<file path="config.mk">
export PLATFORM = sky130hd
export DESIGN_NAME = fastserial_device_emu_flat
export DESIGN_NICKNAME = d
export VERILOG_FILES = /design/src/rtl/fastserial_pkg.sv /design/src/rtl/fastserial_device_emu_if.sv /design/src/rtl/fastserial_emu_fifo.sv /design/src/rtl/fastserial_device_emu.sv /design/src/flat_wrapper.sv
export SDC_FILE = /design/constraint.sdc
export NUM_CORES = 1
export LEC_CHECK = 0
export ABC_AREA = 1
export CAP_MARGIN = 20
export CORE_MARGIN = 4
export CORE_UTILIZATION = 54
export DETAILED_ROUTE_END_ITERATION = 8
export GPL_ROUTABILITY_DRIVEN = 0
export MAX_ROUTING_LAYER = met4
export PLACE_DENSITY = 0.74
export SYNTH_ARGS = -nofsm -noshare
export SYNTH_HDL_FRONTEND = slang
export SYNTH_SLANG_ARGS = --single-unit
export TNS_END_PERCENT = 100
</file>
<file path="constraint.sdc">
create_clock -name i_clk -period 2.3 [get_ports i_clk]
set_input_delay 0.575 -clock i_clk [delete_from_list [all_inputs] [get_ports i_clk]]
set_output_delay 0.575 -clock i_clk [all_outputs]
set_load 0.01 [all_outputs]
</file>
<file path="src/rtl/fastserial_pkg.sv">
// Shared types for the fast-serial device emulator: frame length, FSM state
// encodings and the {port, data} entry carried by both FIFOs.
package fastserial_pkg;

    localparam int FS_FRAME_BITS = 10;

    typedef enum logic [1:0] {
        R_IDLE,
        R_DATA,
        R_PORT
    } rx_state_t;

    typedef enum logic [2:0] {
        T_IDLE,
        T_START,
        T_DATA,
        T_SRC,
        T_STOP
    } tx_state_t;

    typedef struct packed {
        logic       port;
        logic [7:0] data;
    } fs_entry_t;

endpackage

</file>
<file path="src/rtl/fastserial_device_emu_if.sv">
// Byte-stream side of the fast-serial device emulator: RX and TX valid/ready
// streams with a port bit per entry, plus the RX drop pulse.
interface fastserial_device_emu_if;

    logic [7:0] o_rx_data;
    logic       o_rx_port;
    logic       o_rx_valid;
    logic       i_rx_ready;
    logic [7:0] i_tx_data;
    logic       i_tx_port;
    logic       i_tx_valid;
    logic       o_tx_ready;
    logic       o_rx_drop;

    modport master (
        output o_rx_data, o_rx_port, o_rx_valid, o_tx_ready, o_rx_drop,
        input  i_rx_ready, i_tx_data, i_tx_port, i_tx_valid
    );

    modport slave (
        input  o_rx_data, o_rx_port, o_rx_valid, o_tx_ready, o_rx_drop,
        output i_rx_ready, i_tx_data, i_tx_port, i_tx_valid
    );

endinterface

</file>
<file path="src/rtl/fastserial_emu_fifo.sv">
// Synchronous FIFO with the head entry presented straight from storage flops;
// a push into a full FIFO is accepted when a pop happens in the same cycle.
module fastserial_emu_fifo #(
    parameter int DEPTH = 4,
    parameter int WIDTH = 9
) (
    input  logic                   clk,
    input  logic                   rst,
    input  logic                   push,
    input  logic [WIDTH-1:0]       wr_data,
    output logic                   full,
    input  logic                   pop,
    output logic [WIDTH-1:0]       rd_data,
    output logic                   empty,
    output logic [$clog2(DEPTH):0] level
);

    localparam int AW = $clog2(DEPTH);

    logic [WIDTH-1:0] mem [DEPTH];
    logic [AW-1:0]    wr_ptr;
    logic [AW-1:0]    rd_ptr;
    logic [AW:0]      count;
    logic             do_push;
    logic             do_pop;

    assign full    = (count == (AW + 1)'(DEPTH));
    assign empty   = (count == '0);
    assign do_pop  = pop && !empty;
    assign do_push = push && (!full || do_pop);
    assign rd_data = mem[rd_ptr];
    assign level   = count;

    // NOTE: state flops use non-blocking assignments so every flop samples pre-edge values.
    always_ff @(posedge clk or posedge rst) begin
        if (rst) begin
            wr_ptr <= '0;
            rd_ptr <= '0;
            count  <= '0;
        end else begin
            if (do_push) wr_ptr <= wr_ptr + AW'(1);
            if (do_pop)  rd_ptr <= rd_ptr + AW'(1);
            case ({do_push, do_pop})
                2'b10:   count <= count + (AW + 1)'(1);
                2'b01:   count <= count - (AW + 1)'(1);
                default: ;
            endcase
        end
    end

    // NOTE: storage is not reset; the pointers and count alone decide which entries are valid.
    always_ff @(posedge clk) begin
        if (do_push) mem[wr_ptr] <= wr_data;
    end

endmodule

</file>
<file path="src/rtl/fastserial_device_emu.sv">
// FTDI-side fast-serial endpoint: samples FSDI on FSCLK rises, drives FSDO on
// falls, flow-controls with FSCTS. FASTSERIAL_EMU_LOOPBACK_EN echoes RX frames to TX.
module fastserial_device_emu
    import fastserial_pkg::*;
#(
    parameter int FIFO_DEPTH  = 4,
    parameter int SYNC_STAGES = 2
) (
    input  logic                           i_clk,
    input  logic                           i_rst,
    input  logic                           i_fsclk,
    input  logic                           i_fsdi,
    output logic                           o_fsdo,
    output logic                           o_fscts,
    fastserial_device_emu_if.master        bus
);

    localparam int CNT_W = $clog2(FS_FRAME_BITS);
    localparam int LW    = $clog2(FIFO_DEPTH) + 1;

    logic [SYNC_STAGES-1:0] clk_sync;
    logic [SYNC_STAGES-1:0] di_sync;
    logic                   clk_prev;
    logic                   fs_rise;
    logic                   fs_fall;
    logic                   fs_di;

    rx_state_t  rx_state;
    logic [CNT_W-1:0] rx_cnt;
    logic [7:0] rx_shift;
    logic       rx_drop_q;
    fs_entry_t  rx_wr;
    fs_entry_t  rx_head;
    logic       rx_full;
    logic       rx_empty;
    logic [LW-1:0] rx_level;
    logic [LW-1:0] rx_level_nx;
    logic       rx_start;
    logic       rx_push_req;
    logic       rx_accept;
    logic       rx_pop;
    logic       rx_idle_nx;
    logic       cts_nx;

    tx_state_t  tx_state;
    logic [CNT_W-1:0] tx_cnt;
    fs_entry_t  tx_cur;
    logic       tx_armed;
    fs_entry_t  tx_wr;
    fs_entry_t  tx_head;
    logic       tx_push;
    logic       tx_pop;
    logic       tx_full;
    logic       tx_empty;
    logic [LW-1:0] tx_level;

    // Both pins idle high; resetting the chain to 1 avoids a false start bit.
    always_ff @(posedge i_clk or posedge i_rst) begin
        if (i_rst) begin
            clk_sync <= '1;
            di_sync  <= '1;
            clk_prev <= 1'b1;
        end else begin
            clk_sync <= {clk_sync[SYNC_STAGES-2:0], i_fsclk};
            di_sync  <= {di_sync[SYNC_STAGES-2:0], i_fsdi};
            clk_prev <= clk_sync[SYNC_STAGES-1];
        end
    end

    assign fs_rise = clk_sync[SYNC_STAGES-1] & ~clk_prev;
    assign fs_fall = ~clk_sync[SYNC_STAGES-1] & clk_prev;
    assign fs_di   = di_sync[SYNC_STAGES-1];

    assign rx_start    = (rx_state == R_IDLE) && fs_rise && !fs_di;
    assign rx_push_req = (rx_state == R_PORT) && fs_rise;
    assign rx_accept   = rx_push_req && (!rx_full || rx_pop);
    assign rx_wr       = {fs_di, rx_shift};
    assign rx_level_nx = rx_level + LW'(rx_accept) - LW'(rx_pop);
    assign rx_idle_nx  = ((rx_state == R_IDLE) && !rx_start) || rx_push_req;
    assign cts_nx      = rx_idle_nx && (rx_level_nx != LW'(FIFO_DEPTH));

    always_ff @(posedge i_clk or posedge i_rst) begin
        if (i_rst) begin
            rx_state  <= R_IDLE;
            rx_cnt    <= '0;
            rx_shift  <= '0;
            rx_drop_q <= 1'b0;
            o_fscts   <= 1'b0;
        end else begin
            o_fscts   <= cts_nx;
            rx_drop_q <= rx_push_req && !rx_accept;
            case (rx_state)
                R_IDLE: if (rx_start) begin
                    rx_state <= R_DATA;
                    rx_cnt   <= '0;
                end
                R_DATA: if (fs_rise) begin
                    rx_shift <= {fs_di, rx_shift[7:1]};
                    rx_cnt   <= rx_cnt + CNT_W'(1);
                    if (rx_cnt == CNT_W'(7)) rx_state <= R_PORT;
                end
                R_PORT: if (fs_rise) rx_state <= R_IDLE;
                default: rx_state <= R_IDLE;
            endcase
        end
    end

    fastserial_emu_fifo #(.DEPTH(FIFO_DEPTH), .WIDTH($bits(fs_entry_t))) u_rx_fifo (
        .clk     (i_clk),
        .rst     (i_rst),
        .push    (rx_push_req),
        .wr_data (rx_wr),
        .full    (rx_full),
        .pop     (rx_pop),
        .rd_data (rx_head),
        .empty   (rx_empty),
        .level   (rx_level)
    );

    // A frame starts only after the line has been seen idle for one whole fall.
    assign tx_pop = (tx_state == T_IDLE) && fs_fall && tx_armed && !tx_empty;

    always_ff @(posedge i_clk or posedge i_rst) begin
        if (i_rst) begin
            tx_state <= T_IDLE;
            tx_cnt   <= '0;
            tx_cur   <= '0;
            tx_armed <= 1'b0;
            o_fsdo   <= 1'b1;
        end else if (fs_fall) begin
            case (tx_state)
                T_IDLE: begin
                    if (tx_pop) begin
                        o_fsdo   <= 1'b0;
                        tx_cur   <= tx_head;
                        tx_armed <= 1'b0;
                        tx_state <= T_START;
                    end else begin
                        tx_armed <= 1'b1;
                    end
                end
                T_START: begin
                    o_fsdo      <= tx_cur.data[0];
                    tx_cur.data <= tx_cur.data >> 1;
                    tx_cnt      <= CNT_W'(1);
                    tx_state    <= T_DATA;
                end
                T_DATA: begin
                    o_fsdo      <= tx_cur.data[0];
                    tx_cur.data <= tx_cur.data >> 1;
                    tx_cnt      <= tx_cnt + CNT_W'(1);
                    if (tx_cnt == CNT_W'(7)) tx_state <= T_SRC;
                end
                T_SRC: begin
                    o_fsdo   <= tx_cur.port;
                    tx_state <= T_STOP;
                end
                T_STOP: begin
                    o_fsdo   <= 1'b1;
                    tx_state <= T_IDLE;
                end
                default: begin
                    o_fsdo   <= 1'b1;
                    tx_state <= T_IDLE;
                end
            endcase
        end
    end

    fastserial_emu_fifo #(.DEPTH(FIFO_DEPTH), .WIDTH($bits(fs_entry_t))) u_tx_fifo (
        .clk     (i_clk),
        .rst     (i_rst),
        .push    (tx_push),
        .wr_data (tx_wr),
        .full    (tx_full),
        .pop     (tx_pop),
        .rd_data (tx_head),
        .empty   (tx_empty),
        .level   (tx_level)
    );

`ifdef FASTSERIAL_EMU_LOOPBACK_EN
    logic unused_ext;
    assign unused_ext = ^{bus.i_tx_data, bus.i_tx_port, bus.i_tx_valid,
                          bus.i_rx_ready, tx_level};

    assign rx_pop         = !rx_empty && !tx_full;
    assign tx_push        = rx_pop;
    assign tx_wr          = rx_head;
    assign bus.o_rx_data  = '0;
    assign bus.o_rx_port  = 1'b0;
    assign bus.o_rx_valid = 1'b0;
    assign bus.o_tx_ready = 1'b0;
`else
    logic unused_tx_level;
    assign unused_tx_level = ^tx_level;

    assign rx_pop         = !rx_empty && bus.i_rx_ready;
    assign tx_push        = bus.i_tx_valid && !tx_full;
    assign tx_wr          = {bus.i_tx_port, bus.i_tx_data};
    assign bus.o_rx_data  = rx_head.data;
    assign bus.o_rx_port  = rx_head.port;
    assign bus.o_rx_valid = !rx_empty;
    assign bus.o_tx_ready = !tx_full;
`endif

    assign bus.o_rx_drop = rx_drop_q;

endmodule

</file>
<file path="src/flat_wrapper.sv">
// flat-port wrapper written by rule: the top's interface ports become plain ports
module fastserial_device_emu_flat import fastserial_pkg::*;
#(
    parameter int FIFO_DEPTH  = 4,
    parameter int SYNC_STAGES = 2
)
  (i_clk, i_rst, i_fsclk, i_fsdi, o_fsdo, o_fscts, bus_o_rx_data, bus_o_rx_port, bus_o_rx_valid, bus_o_tx_ready, bus_o_rx_drop, bus_i_rx_ready, bus_i_tx_data, bus_i_tx_port, bus_i_tx_valid);
  fastserial_device_emu_if bus_i ();
  input  logic i_clk;
  input  logic i_rst;
  input  logic i_fsclk;
  input  logic i_fsdi;
  output logic o_fsdo;
  output logic o_fscts;
  output wire logic [$bits(bus_i.o_rx_data)-1:0] bus_o_rx_data;
  output wire logic [$bits(bus_i.o_rx_port)-1:0] bus_o_rx_port;
  output wire logic [$bits(bus_i.o_rx_valid)-1:0] bus_o_rx_valid;
  output wire logic [$bits(bus_i.o_tx_ready)-1:0] bus_o_tx_ready;
  output wire logic [$bits(bus_i.o_rx_drop)-1:0] bus_o_rx_drop;
  input wire logic [$bits(bus_i.i_rx_ready)-1:0] bus_i_rx_ready;
  input wire logic [$bits(bus_i.i_tx_data)-1:0] bus_i_tx_data;
  input wire logic [$bits(bus_i.i_tx_port)-1:0] bus_i_tx_port;
  input wire logic [$bits(bus_i.i_tx_valid)-1:0] bus_i_tx_valid;
  assign bus_o_rx_data = bus_i.o_rx_data;
  assign bus_o_rx_port = bus_i.o_rx_port;
  assign bus_o_rx_valid = bus_i.o_rx_valid;
  assign bus_o_tx_ready = bus_i.o_tx_ready;
  assign bus_o_rx_drop = bus_i.o_rx_drop;
  assign bus_i.i_rx_ready = bus_i_rx_ready;
  assign bus_i.i_tx_data = bus_i_tx_data;
  assign bus_i.i_tx_port = bus_i_tx_port;
  assign bus_i.i_tx_valid = bus_i_tx_valid;
  fastserial_device_emu #(.FIFO_DEPTH(FIFO_DEPTH), .SYNC_STAGES(SYNC_STAGES)) u_core (.i_clk(i_clk), .i_rst(i_rst), .i_fsclk(i_fsclk), .i_fsdi(i_fsdi), .o_fsdo(o_fsdo), .o_fscts(o_fscts), .bus(bus_i));
endmodule
</file>
==> summary.md <==
| Metric | Value |
|---|---|
| Status | completed |
| Hold Fails Final Rpt | 0 |
| Required time of the critical path | 1.73 ns |
| Core area | 9819 um^2 |
| Critical path data arrival time | 1.68 ns |
| Die H | 108.7 um |
| Top layer in use | met4 |
| Layout overhead on the synthesized area | 20.77% |
| Port bufs | 28 |
| Clock Skews | 0.02029 ns |
| Layout cells sized above 1 | 0.1898 |
| CTS tree | done |
| Htree depth | 4 |
| Yosys reg bits | 125 |
| Clk_lat worst skew | 0.51 ns |
| Post-DP HPWL | 6429 um |
| CP endpoint kind | output pin |
| Nets | 586 |
| Least-Margin Pin Slew | 0.4298 ns |
| Seq/Total Area, Yosys | 0.6391 |
| DRC | 0 |
| Crit Path Max Fanout | 19 |
| Design Power | 8.676 mW |
| Design Area, Final | 6606 um^2 |
| Row count | 36 |
| Slew Limit Fails | 0 |
| Post-synth EDFFs | 72 |
| Fin crit share | 0.9788 |
| Synth Net Count | 526 |
| Clock Path Buffers | 2 |
| Maximum VDD drop | 733.8 uV |
| # IOs | 29 |
| Kind of critical path | reg2out |
| Post-synth ARST share | 0.4240 |
| Filler cell count | 765 |
| Pwr dens | 1313 nW/um^2 |
| Worst Hold Path EP | u_core.clk_sync[1] |
| Worst Hold Depth | 0 |
| Initial antenna violation count | 0 |
| Drt initial violations | 184 |
| CTS Root Cell | clkbuf_8 |
| Worst setup margin | 0.04873 ns |
| Routed length per instance | 13.97 um |
| Synth unique cells | 36 |
| Syn_area_per_cell | 11.03 um^2 |
| Fmax | 444.2 MHz |
| Place WS | -0.2189 ns |
| Synth Cell Area | 5470 um^2 |
| Post-layout min period | 2.251 ns |
| Diode count | 0 |
| Synth warnings | 0 |
| First drt pass iteration count | 4 |
| Vias | 3551 |
| Drt via density | 5.058 |
| Total gr overflow | 0 |
| Vias in the first global route | 3712 |
| Die Area | 11800 um^2 |
| Reg2Reg Depth | 10 |
| Final setup fails | 0 |
| Total GRT Usage | 0.1911 |
| Hold_ws | 0.3546 ns |
| Largest net degree at the start of global routing | 22 |
| Remaining antenna violation count | 0 |
| Reg-to-Reg End | u_core.u_tx_fifo.level[2] |
| CTS Buf Count | 17 |
| Area after DPL | 6027 um^2 |
| Max-slew headroom | 0.7131 |
| Hold_buf cts | 0 |
| DR WL met2 | 5262 um |
| Critical hold path startpoint | u_core.clk_sync[0] |
| Met3 Wirelength | 359 um |
| Area of the multi-input gates | 1724 um^2 |
| Post-synth top flop | edfxtp_1 |
| Metal-1 WL | 4079 um |
| Total Wirelength | 9805 um |
| RSZ-0062 raised after global routing | true |
| Clock-pin slew on the worst setup and hold paths | 0.06 ns |
| Max_cap viols | 0 |
| Leakage power | 2.805 nW |
| Clock Sink Count | 125 |
| Initial Utilization | 0.5571 |
| Register Area | 3497 um^2 |
| Setup TNS | 0 ns |
| Syn Inst Count | 496 |
| Type of element launching the critical path | flip-flop |
| Global-route wire length before repair | 16830 um |
| R2r startpoint | u_core.clk_prev |
| HP Class | reg2reg |
| Chip width | 108.7 um |
| Reg2Reg Setup Slack | 0.15 ns |
==> flip-flops by register name, indices dropped and copies added, names as in the netlist <==
register and cells:
u_core.u_rx_fifo.mem 36, u_core.u_tx_fifo.mem 36, u_core.tx_cur 9, u_core.rx_shift 8
u_core.rx_cnt 4, u_core.tx_cnt 4, u_core.tx_state 3, u_core.u_rx_fifo.level 3
u_core.u_tx_fifo.level 3, u_core.clk_sync 2, u_core.di_sync 2, u_core.rx_state 2
u_core.u_rx_fifo.rd_ptr 2, u_core.u_rx_fifo.wr_ptr 2, u_core.u_tx_fifo.rd_ptr 2, u_core.u_tx_fifo.wr_ptr 2
u_core.bus.o_rx_drop 1, u_core.clk_prev 1, u_core.o_fscts 1, u_core.o_fsdo 1
u_core.tx_armed 1
==> where the power goes <==
group	internal, mW	leakage [nW]	switching (mW)
Clock	1.54	0.261	0.957
Combinational	1.11	1.25	1.75
Sequential	2.94	1.30	0.380
==> per-stage QoR <==
step           std cells    util
2_1_floorplan        496       -
3_3_place_gp         668  0.6138
3_5_place_dp         668  0.6138
4_1_cts              702  0.6733
5_1_grt              702  0.6728
6_report             702  0.6728
==> logic make-up after synthesis <==
family	after synthesis	synth area share
AND/OR/NAND/NOR	213	0.1839
AO/OA/AOI/OAI	75	0.07685
XOR/XNOR	9	0.01441
buffers and inverters	59	0.04735
flip-flops	125	0.6391
adder cells (fa/ha/maj)	15	0.03843
==> how the worst max path moves through the flow <==
| stage | start | to | slack [ns] | depth (start not counted) |
|---|---|---|---|---|
| global route | u_core.u_rx_fifo.rd_ptr[0] | bus_o_rx_data[0] | -0.05 | 4 |
| detailed placement | bus_i_rx_ready | u_core.o_fscts | -0.22 | 11 |
| CTS | u_core.u_rx_fifo.rd_ptr[0] | bus_o_rx_data[5] | -0.009 | 5 |
| floorplan | u_core.clk_sync[1] | u_core.o_fscts | 0.12 | 11 |
| finish | u_core.u_rx_fifo.rd_ptr[0] | bus_o_rx_data[1] | 0.05 | 5 |
| global placement | bus_i_rx_ready | u_core.o_fscts | -0.18 | 11 |
==> synth_stat cells, drive strengths merged (3+ instances only) <==
master / n / share of area
a21oi: 9 / 0.0089
buf: 9 / 0.012
clkbuf: 3 / 0.0021
dfrtp: 47 / 0.22
dfstp: 6 / 0.029
edfxtp: 72 / 0.40
fa: 3 / 0.011
ha: 12 / 0.027
inv: 45 / 0.031
nand2: 123 / 0.093
nand3: 32 / 0.037
nand4: 3 / 0.0034
nor2: 52 / 0.048
o21ai: 54 / 0.053
o22ai: 11 / 0.014
xor2: 7 / 0.011
==> area by class of cell <==
type,instances,area share
sequential,125,0.5294
multi-input combinational,312,0.2610
timing repair buffer,53,0.07121
tap,133,0.02519
clock buffer,18,0.06326
inverter,47,0.02784
clock inverter,14,0.02216
==> cells in the final DEF (no fill, tap or decap), types with 3 or more instances in the layout <==
master,synthesis,routed
a21oi_1,8,8
o22ai_1,10,10
nand2_2,6,7
inv_1,40,38
clkbuf_16,0,16
dfstp_2,6,6
o21ai_0,41,33
nor2_8,3,3
clkinvlp_4,0,5
nand2_4,4,4
nand2_1,113,112
o21ai_2,5,6
nand3_1,27,27
clkdlybuf4s50_1,0,18
inv_2,4,7
fa_1,3,3
edfxtp_1,72,72
clkbuf_2,0,4
buf_4,0,22
nand3_2,3,3
nor2_1,45,44
o21ai_1,8,15
xor2_1,7,7
nand4_1,3,3
ha_1,12,12
clkinv_4,1,4
dfrtp_1,47,46
nor2_2,2,3
dlygate4sd2_1,0,3
==> critical path, cell delays in order (launching register included) <==
cell           delay (ns)
dfrtp_1              0.42
inv_2                0.08
buf_8                0.16
nor2_1               0.06
o22ai_1              0.17
dlygate4sd2_1        0.29
==> metal layers <==
metal | up-vias | global-route usage
met4 | 0 | 0.09378
met3 | 10 | 0.04855
met1 | 1690 | 0.2115
li1 | 1785 | -
met2 | 66 | 0.3226
met5 | - | -
==> repair_timing <==
action,in CTS,in global routing
buffers inserted,2,0
gates resized for setup,22,15
endpoints found under the setup margin,10,10
pin swaps,0,0
hold endpoints to repair,0,0
No activity file was read; power rests on OpenSTA's default activity.
